===== src/rtl/scanline_fill_ctrl.sv =====
// ---------------------------------------------------------------------------
// scanline_fill_ctrl
//
// Purpose:
//   Scanline fill sequencer for the 2D raster path. It walks rows
//   y_min..y_max. For each row it asks the edge-math unit for the covered
//   span [x0,x1] over a req/ack handshake. It then emits LANES-wide masked
//   pixel-write beats carrying the fill colour to the frame-buffer writer,
//   under valid/ready backpressure. Rows that the shape does not cover
//   produce no beats.
//
// Parameters:
//   COORD_W : width of unsigned x/y coordinates
//   COLOR_W : fill colour width
//   LANES   : pixels per write beat (power of two, 1..16)
//
// Ports:
//   clk, n_rst                  clock, asynchronous active-low reset
//   fill_en                     start pulse, honoured only in IDLE or DONE
//   y_min, y_max, color         fill job, latched on start
//   span_req, span_y            span request for row span_y
//   span_ack                    span response valid
//   span_hit, span_x0, span_x1  span response payload
//   pix_valid, pix_ready        write beat handshake
//   pix_x, pix_y                beat base x (LANES-aligned) and row
//   pix_mask                    bit i enables pixel pix_x+i
//   pix_color                   latched fill colour
//   busy                        high while requesting spans or filling
//   done                        high (level) once the fill has completed
//   fill_abort                  only with FILL_ABORT_EN; forces IDLE
//
// Configuration:
//   `define FILL_ABORT_EN adds the fill_abort input. Without it, a fill
//   always runs to DONE or is stopped by reset.
// ---------------------------------------------------------------------------
module scanline_fill_ctrl #(
  parameter int COORD_W = 10,
  parameter int COLOR_W = 24,
  parameter int LANES   = 4
) (
  input  logic               clk,
  input  logic               n_rst,
  input  logic               fill_en,
  input  logic [COORD_W-1:0] y_min,
  input  logic [COORD_W-1:0] y_max,
  input  logic [COLOR_W-1:0] color,
  output logic               span_req,
  output logic [COORD_W-1:0] span_y,
  input  logic               span_ack,
  input  logic               span_hit,
  input  logic [COORD_W-1:0] span_x0,
  input  logic [COORD_W-1:0] span_x1,
  output logic               pix_valid,
  input  logic               pix_ready,
  output logic [COORD_W-1:0] pix_x,
  output logic [COORD_W-1:0] pix_y,
  output logic [LANES-1:0]   pix_mask,
  output logic [COLOR_W-1:0] pix_color,
  output logic               busy,
  output logic               done
`ifdef FILL_ABORT_EN
  ,
  input  logic               fill_abort
`endif
);

  typedef enum logic [1:0] {
    S_IDLE   = 2'd0,
    S_ROWREQ = 2'd1,
    S_FILL   = 2'd2,
    S_DONE   = 2'd3
  } state_t;

  // Clears the low bits of an x coordinate so that beats start LANES-aligned.
  localparam logic [COORD_W-1:0] ALIGN_MASK = ~COORD_W'(LANES - 1);
  // Beat stride, widened by one bit so the last-beat test cannot wrap.
  localparam logic [COORD_W:0]   LANES_EXT  = (COORD_W + 1)'(LANES);

  state_t             state_q, state_d;
  logic [COORD_W-1:0] cur_y_q, cur_y_d;
  logic [COORD_W-1:0] y_max_q, y_max_d;
  logic [COORD_W-1:0] cur_x_q, cur_x_d;
  logic [COORD_W-1:0] x0_q, x0_d;
  logic [COORD_W-1:0] x1_q, x1_d;
  logic [COLOR_W-1:0] color_q, color_d;
  logic               req_gap_q, req_gap_d;

  logic               abort;
  logic               do_advance;
  logic               beat_last;
  logic               span_empty;
  logic               at_last_row;
  logic [LANES-1:0]   mask_raw;
  logic               in_req;
  logic               in_fill;

`ifdef FILL_ABORT_EN
  assign abort = fill_abort;
`else
  assign abort = 1'b0;
`endif

  // Row-level decisions. The last-beat test runs one bit wider than the
  // coordinates, so a beat that ends at the top of the x range still
  // finishes the row instead of wrapping back to zero.
  assign beat_last   = ({1'b0, cur_x_q} + LANES_EXT) > {1'b0, x1_q};
  assign span_empty  = !span_hit || (span_x0 > span_x1);
  assign at_last_row = (cur_y_q == y_max_q);

  // Per-lane coverage of the current beat against the latched span. Lane
  // positions are also computed one bit wider than the coordinates.
  always_comb begin
    logic [COORD_W:0] lane_x;
    mask_raw = '0;
    lane_x   = '0;
    for (int i = 0; i < LANES; i++) begin
      lane_x      = {1'b0, cur_x_q} + (COORD_W + 1)'(i);
      mask_raw[i] = (lane_x >= {1'b0, x0_q}) && (lane_x <= {1'b0, x1_q});
    end
  end

  // State and datapath registers. Reset clears everything, so all Moore
  // outputs read zero during and right after reset.
  always_ff @(posedge clk or negedge n_rst) begin
    if (!n_rst) begin
      state_q   <= S_IDLE;
      cur_y_q   <= '0;
      y_max_q   <= '0;
      cur_x_q   <= '0;
      x0_q      <= '0;
      x1_q      <= '0;
      color_q   <= '0;
      req_gap_q <= 1'b0;
    end else begin
      state_q   <= state_d;
      cur_y_q   <= cur_y_d;
      y_max_q   <= y_max_d;
      cur_x_q   <= cur_x_d;
      x0_q      <= x0_d;
      x1_q      <= x1_d;
      color_q   <= color_d;
      req_gap_q <= req_gap_d;
    end
  end

  // Next-state logic.
  //
  // When a row is skipped, the FSM goes from ROWREQ straight back to ROWREQ
  // for the next row. req_gap_q keeps span_req low for one cycle in that
  // case, so the edge unit always sees a low cycle between two requests.
  // An ack that arrives during the gap cycle is ignored.
  //
  // Row advance is shared by the skip path and the last-beat path. The row
  // compare happens before the increment, so y_max at the top of the range
  // never wraps.
  always_comb begin
    state_d    = state_q;
    cur_y_d    = cur_y_q;
    y_max_d    = y_max_q;
    cur_x_d    = cur_x_q;
    x0_d       = x0_q;
    x1_d       = x1_q;
    color_d    = color_q;
    req_gap_d  = req_gap_q;
    do_advance = 1'b0;

    case (state_q)
      S_IDLE, S_DONE: begin
        if (abort && (state_q == S_DONE)) begin
          state_d = S_IDLE;
        end else if (fill_en) begin
          y_max_d   = y_max;
          color_d   = color;
          req_gap_d = 1'b0;
          if (y_min > y_max) begin
            state_d = S_DONE;
          end else begin
            cur_y_d = y_min;
            state_d = S_ROWREQ;
          end
        end
      end

      S_ROWREQ: begin
        if (abort) begin
          state_d   = S_IDLE;
          req_gap_d = 1'b0;
        end else if (req_gap_q) begin
          req_gap_d = 1'b0;
        end else if (span_ack) begin
          if (span_empty) begin
            do_advance = 1'b1;
            req_gap_d  = 1'b1;
          end else begin
            x0_d    = span_x0;
            x1_d    = span_x1;
            cur_x_d = span_x0 & ALIGN_MASK;
            state_d = S_FILL;
          end
        end
      end

      S_FILL: begin
        if (abort) begin
          state_d = S_IDLE;
        end else if (pix_ready) begin
          if (beat_last) begin
            do_advance = 1'b1;
          end else begin
            cur_x_d = cur_x_q + COORD_W'(LANES);
          end
        end
      end

      default: begin
        state_d = S_IDLE;
      end
    endcase

    if (do_advance) begin
      if (at_last_row) begin
        state_d = S_DONE;
      end else begin
        cur_y_d = cur_y_q + COORD_W'(1);
        state_d = S_ROWREQ;
      end
    end
  end

  // Moore outputs. Each output is gated by the state that owns it, so every
  // output reads zero in IDLE and stays stable while a beat is stalled.
  assign in_req    = (state_q == S_ROWREQ);
  assign in_fill   = (state_q == S_FILL);

  assign span_req  = in_req && !req_gap_q;
  assign span_y    = in_req  ? cur_y_q  : '0;
  assign pix_valid = in_fill;
  assign pix_x     = in_fill ? cur_x_q  : '0;
  assign pix_y     = in_fill ? cur_y_q  : '0;
  assign pix_mask  = in_fill ? mask_raw : '0;
  assign pix_color = in_fill ? color_q  : '0;
  assign busy      = in_req || in_fill;
  assign done      = (state_q == S_DONE);

endmodule

===== config.mk =====
export PLATFORM = sky130hd
export DESIGN_NAME = scanline_fill_ctrl
export DESIGN_NICKNAME = d
export VERILOG_FILES = /design/src/rtl/scanline_fill_ctrl.sv
export SDC_FILE = /design/constraint.sdc
export NUM_CORES = 1
export LEC_CHECK = 0
export BUFFER_PORTS_ARGS = -buffer_cell sky130_fd_sc_hd__buf_2
export CAP_MARGIN = 10
export CORE_MARGIN = 10
export CORE_UTILIZATION = 55
export DETAILED_ROUTE_END_ITERATION = 10
export PLACE_DENSITY = 0.92
export SYNTH_ARGS = -nofsm -noshare
export SYNTH_HDL_FRONTEND = slang
export SYNTH_SLANG_ARGS = --single-unit

===== constraint.sdc =====
create_clock -name clk -period 4 [get_ports clk]
set_clock_uncertainty 0.05 [all_clocks]
set_input_delay 0.4 -clock clk [delete_from_list [all_inputs] [get_ports clk]]
set_output_delay 0.4 -clock clk [all_outputs]
set_load 0.1 [all_outputs]

# Word level (Yosys, flattened, before mapping)
# Index checks and enable logic that the tools add are counted.
[word_totals]
out_inout_bits = 62
regBits = 77
[op_classes]
mux = 32
reduce_logical = 18
eq_ne = 15
addsub = 6
bitwise = 2
magnitude_cmp = 11
[ops]
columns = ["operator", "n"]
rows = [
  ["10-bit 2-to-1 mux", 13],
  ["11-bit by 10-bit greater-or-equal comparator with 1-bit output", 3],
  ["11-bit by 10-bit less-or-equal comparator with 1-bit output", 3],
  ["24-bit 2-to-1 mux", 1],
  ["10-bit by 2-bit adder with 11-bit output, second input constant", 2],
  ["10-bit greater-than comparator", 2],
  ["10-bit case mux with 2 select lines", 1],
  ["2-bit 2-to-1 mux", 7],
  ["2-bit != test, second input constant", 7],
  ["3-bit != test, second input constant", 4],
  ["10-bit by 1-bit adder with 11-bit output, second input constant", 1],
  ["10-bit by 3-bit adder with 11-bit output, second input constant", 1],
  ["11-bit by 10-bit greater-than comparator with 1-bit output", 1],
  ["10-bit by 1-bit adder with 10-bit output, second input constant", 1],
  ["10-bit by 3-bit adder with 10-bit output, second input constant", 1],
  ["10-bit equality test", 1],
  ["10-bit greater-or-equal comparator", 1],
  ["10-bit less-or-equal comparator", 1],
  ["1-bit 2-to-1 mux", 6],
  ["6-bit AND reduction", 1],
  ["1-bit logical AND", 5],
  ["5-bit AND reduction", 1],
  ["2-bit equality test, second input constant", 2],
  ["4-bit 2-to-1 mux", 1],
  ["11 further kinds", 17],
]

# Depth between registers and ports, before layout
[logic_depth]
word_depth = 8
depth_mapped = 14
mapped_depth_nobuf = 12

# Worst setup path after synthesis
# OpenSTA, ideal clock, no wires.
[synth_timing]
path_kind = "register to output"
start = "reg state_q[0]"
end = "out pix_mask[0]"
stages_incl_launch_ff = 7
path_buffers = 2
slack_ps = -816
required_ps = 3550
arrival_time_ps = 4366
path_cell_list = "dfrtp_1 > inv_1 > ha_1 > buf_1 > clkbuf_1 > o21ai_0 > a211oi_1"
[synth_between]
elab_chain_cells = 2
[synth_lines]
columns = ["item", "line", "rtl"]
rows = [
  ["start: declaration", "79", "state_t state_q, state_d;"],
  ["start signal: assignment", "135", "state_q <= state_d;"],
  ["2-bit equality test", "233", "assign in_fill = (state_q == S_FILL);"],
  ["via pix_valid", "53", "output logic pix_valid,"],
  ["4-bit 2-to-1 mux", "240", "assign pix_mask = in_fill ? mask_raw : '0;"],
  ["end: declaration", "57", "output logic [LANES-1:0] pix_mask,"],
]
# The timed path passes the listed nets, and every way through them passes these cells.

# Final worst setup path
[layout_timing]
start = "reg cur_x_q[5]"
end = "reg cur_y_q[9]"
[layout_between]
elab_chain_cells = 6
[layout_lines]
columns = ["item", "line", "rtl"]
rows = [
  ["start: declaration", "82", "logic [COORD_W-1:0] cur_x_q, cur_x_d;"],
  ["start signal: assignment", "138", "cur_x_q <= cur_x_d;"],
  ["10-bit by 3-bit adder with 11-bit output", "106", "assign beat_last = ({1'b0, cur_x_q} + LANES_EXT) > {1'b0, x1_q};"],
  ["11-bit by 10-bit greater-than comparator with 1-bit output", "106", ""],
  ["1-bit 2-to-1 mux", "207", "if (beat_last) begin"],
  ["1-bit 2-to-1 mux", "206", "end else if (pix_ready) begin"],
  ["1-bit case mux with 2 select lines", "167", "case (state_q)"],
  ["10-bit 2-to-1 mux", "220", "if (do_advance) begin"],
  ["via cur_y_d[9]", "80", "logic [COORD_W-1:0] cur_y_q, cur_y_d;"],
  ["end signal: assignment", "136", "cur_y_q <= cur_y_d;"],
  ["end: declaration", "80", ""],
]
# The timed path passes the listed nets, and every way through them passes these cells.
# A chain may end at the register's enable or synchronous reset.

==> impl_metrics.yaml <==
run_status:
  status: "finished clean"
yosys:
  yosysSeqAreaShare: 0.326
  synth_cells: 608
  ys_async_sr_fraction: 1.00
  avgSynthCellArea_um2: 9.48
  synth_top_area_share: 0.326
  yosysUniqueCellTypes: 55
  synth_edf_count: 0
  ys.flop_type: "dfrtp_1"
  netlist_top_cells_area: "dfrtp_1, ha_1, mux2_2, and2_1, o21ai_0"
  ys_ff_latch: 75
  synth_top_cell_by_area: "dfrtp_1"
  netlist_area_mm2: 0.00576
  ys_warn_count: 0
worst_setup_path:
  cp.arrival_ns: 3.97
  crit_fanout: 20
  r2r-start: "cur_x_q[5]"
  r2r_end: "cur_y_q[9]"
  endpoint_kind: "flop"
  ff2ff_setup_slack_ns: 0.22
  crit_type: "reg2reg"
  cp-start-kind: "flop"
  required_ns: 4.19
  r2r_cells: 13
floorplan:
  core.rowCount: 37
  dieArea_mm2: 0.0150
  die_y_um: 122
  initial_core_util: 0.561
  core_mm2: 0.0103
  io_pins: 132
  die_x_um: 122
timing:
  setup_viol: 0
  final_hold_viol_count: 0
  rsz0062_at_grt: "no"
  post-route-period-util: 0.946
  slew_viol_final: 0
  relSlewSlack: 0.333
  tightest_slew_ns: 0.998
  setup_tns_ns: 0
  post-route-min-period_ns: 3.78
  fmax_mhz: 264
layout:
  nFillCells: 847
  drive_above_1_share: 0.288
  syn2layout_area_growth_pct: 16.3
  stdcell_count: 864
  mostFrequentLayoutCell: "buf_2"
  final_cell_mix: "buf_2, ha_1, dfrtp_1"
  num-nets-final: 870
  finish.utilization: 0.652
route:
  routed_wl_um: 15800
  final_antenna_net_count: 0
  dr.pass1.iters: 5
  wl_per_cell_um: 18.3
  drc: 0
  drt_iter0_drc: 233
  routed_via_density: 5.77
  vias: 4987
clocking:
  cts_hold_buf: 0
  numClockSinks: 75
  clock_latency_ns: 0.35
  cts_buffers: 9
  clockRootBuffer: "clkbuf_8"
  cts_post_setup_buffers_inserted: 0
  htree_levels: 3
  cts_resized: 0
  clk_pin_slew_ns: 0.08
  clockBufferDepth: 2
  tritoncts: "yes"
min_path:
  hp-class: "in2async"
global_route:
  overflow: 0
  antenna_found_initial: 2
  grt_pass1_vias: 5317
  track_usage: 0.208
  grt_max_degree: 47
  grt_pass1_wl_um: 25400
placed_design:
  dp_cells: 846
  dp_hpwl_um: 12700
  gp_congestion: 0.908
  port-buffer-count: 129
flow_run:
  maxCapViolations: 0
-- critical path, cell delays in order (launching register included) --
cell and delay [ns]:
dfrtp_1 0.61, nand2_1 0.16, nor2_1 0.18, nand3_1 0.13, xnor2_1 0.26, ha_1 0.31
and3_1 0.22, and4_1 0.20, a211oi_1 0.36, o211ai_2 0.15, a21oi_2 0.16, buf_4 0.27
mux2_2 0.37, o221a_2 0.24
-- area by class of cell --
| class | count | area, µm² | share of cell area |
|---|---|---|---|
| repair buffers | 135 | 721 | 0.108 |
| inverters | 52 | 195 | 0.0291 |
| flip-flops and latches | 75 | 1880 | 0.280 |
| well taps | 136 | 170 | 0.0254 |
| clock buffers | 11 | 131 | 0.0196 |
| clock inverters | 5 | 38.8 | 0.00579 |
| multi-input cells | 448 | 3560 | 0.532 |
| diodes | 2 | 5.00 | 0.000747 |
-- state kept, by name (all words and copies together) (netlist names) --
signal,cells
req_gap_q,1
x1_q,10
cur_x_q,8
cur_y_q,10
color_q,24
x0_q,10
y_max_q,10
state_q,2
-- cells in the mapped netlist, drive strengths merged (3+ instances only) --
library cell   n
or2            3
o21a          13
xor2           9
mux2          45
a21oi         18
nand3         18
and4           3
a211oi        14
o21ai         41
nor2          26
nand4         10
mux2i         15
clkbuf        26
and2          47
a2111oi        3
nor3           4
nor2b          5
nand2b         6
buf            8
and3           8
a211o          3
inv           52
nand2         35
ha            79
a21o           6
dfrtp         75
nor4           4
o221a          6
xnor2          7
-- routing by layer --
layer	vias to the layer above	wire length, µm	track usage	part of all wire
met5	-	0	0	0
met4	0	322	0.0619	0.020
met3	34	1130	0.0523	0.071
met2	187	8390	0.383	0.53
met1	2406	6000	0.230	0.38
li1	2360	-	-	-
-- per-stage QoR --
| step | hold slack (ns) | area, µm² | worst slack (ns) |
|---|---|---|---|
| 6_report | 0.0314 | 6700 | 0.216 |
| 5_1_grt | 0.0548 | 6700 | 0.0348 |
| 3_3_place_gp | 0.398 | 6530 | 0.565 |
| 3_5_place_dp | 0.421 | 6530 | 0.351 |
| 4_1_cts | 0.0329 | 6700 | 0.299 |
| 2_1_floorplan | 0.0544 | 5780 | 0.132 |
-- how the worst max path moves through the flow --
| stage | startpoint | to | slack [ns] | cells past startpoint |
|---|---|---|---|---|
| after CTS | cur_x_q[5] | cur_y_q[9] | 0.30 | 13 |
| final | cur_x_q[5] | cur_y_q[9] | 0.22 | 13 |
| after global routing | cur_x_q[5] | cur_y_q[9] | 0.03 | 13 |
| after global placement | cur_x_q[4] | cur_y_q[9] | 0.57 | 13 |
| after detailed placement | cur_x_q[5] | cur_y_q[9] | 0.35 | 13 |
| after floorplan | state_q[0] | pix_mask[1] | 0.13 | 6 |
-- cells by family (layout without fill, tap and decap cells) --
logic type	after synthesis	after routing	synth area share
mux	60	60	0.118
compound gates	117	117	0.139
xor+xnor	16	16	0.0243
simple gates	174	174	0.162
fa+ha+maj	79	79	0.172
other cells	1	4	0.000651
buf+inv	86	203	0.0593
flops	75	75	0.326
Power is left out: the tool's default activity adds up to more than one toggle a clock period on the data nets, which glitch-free logic cannot reach.
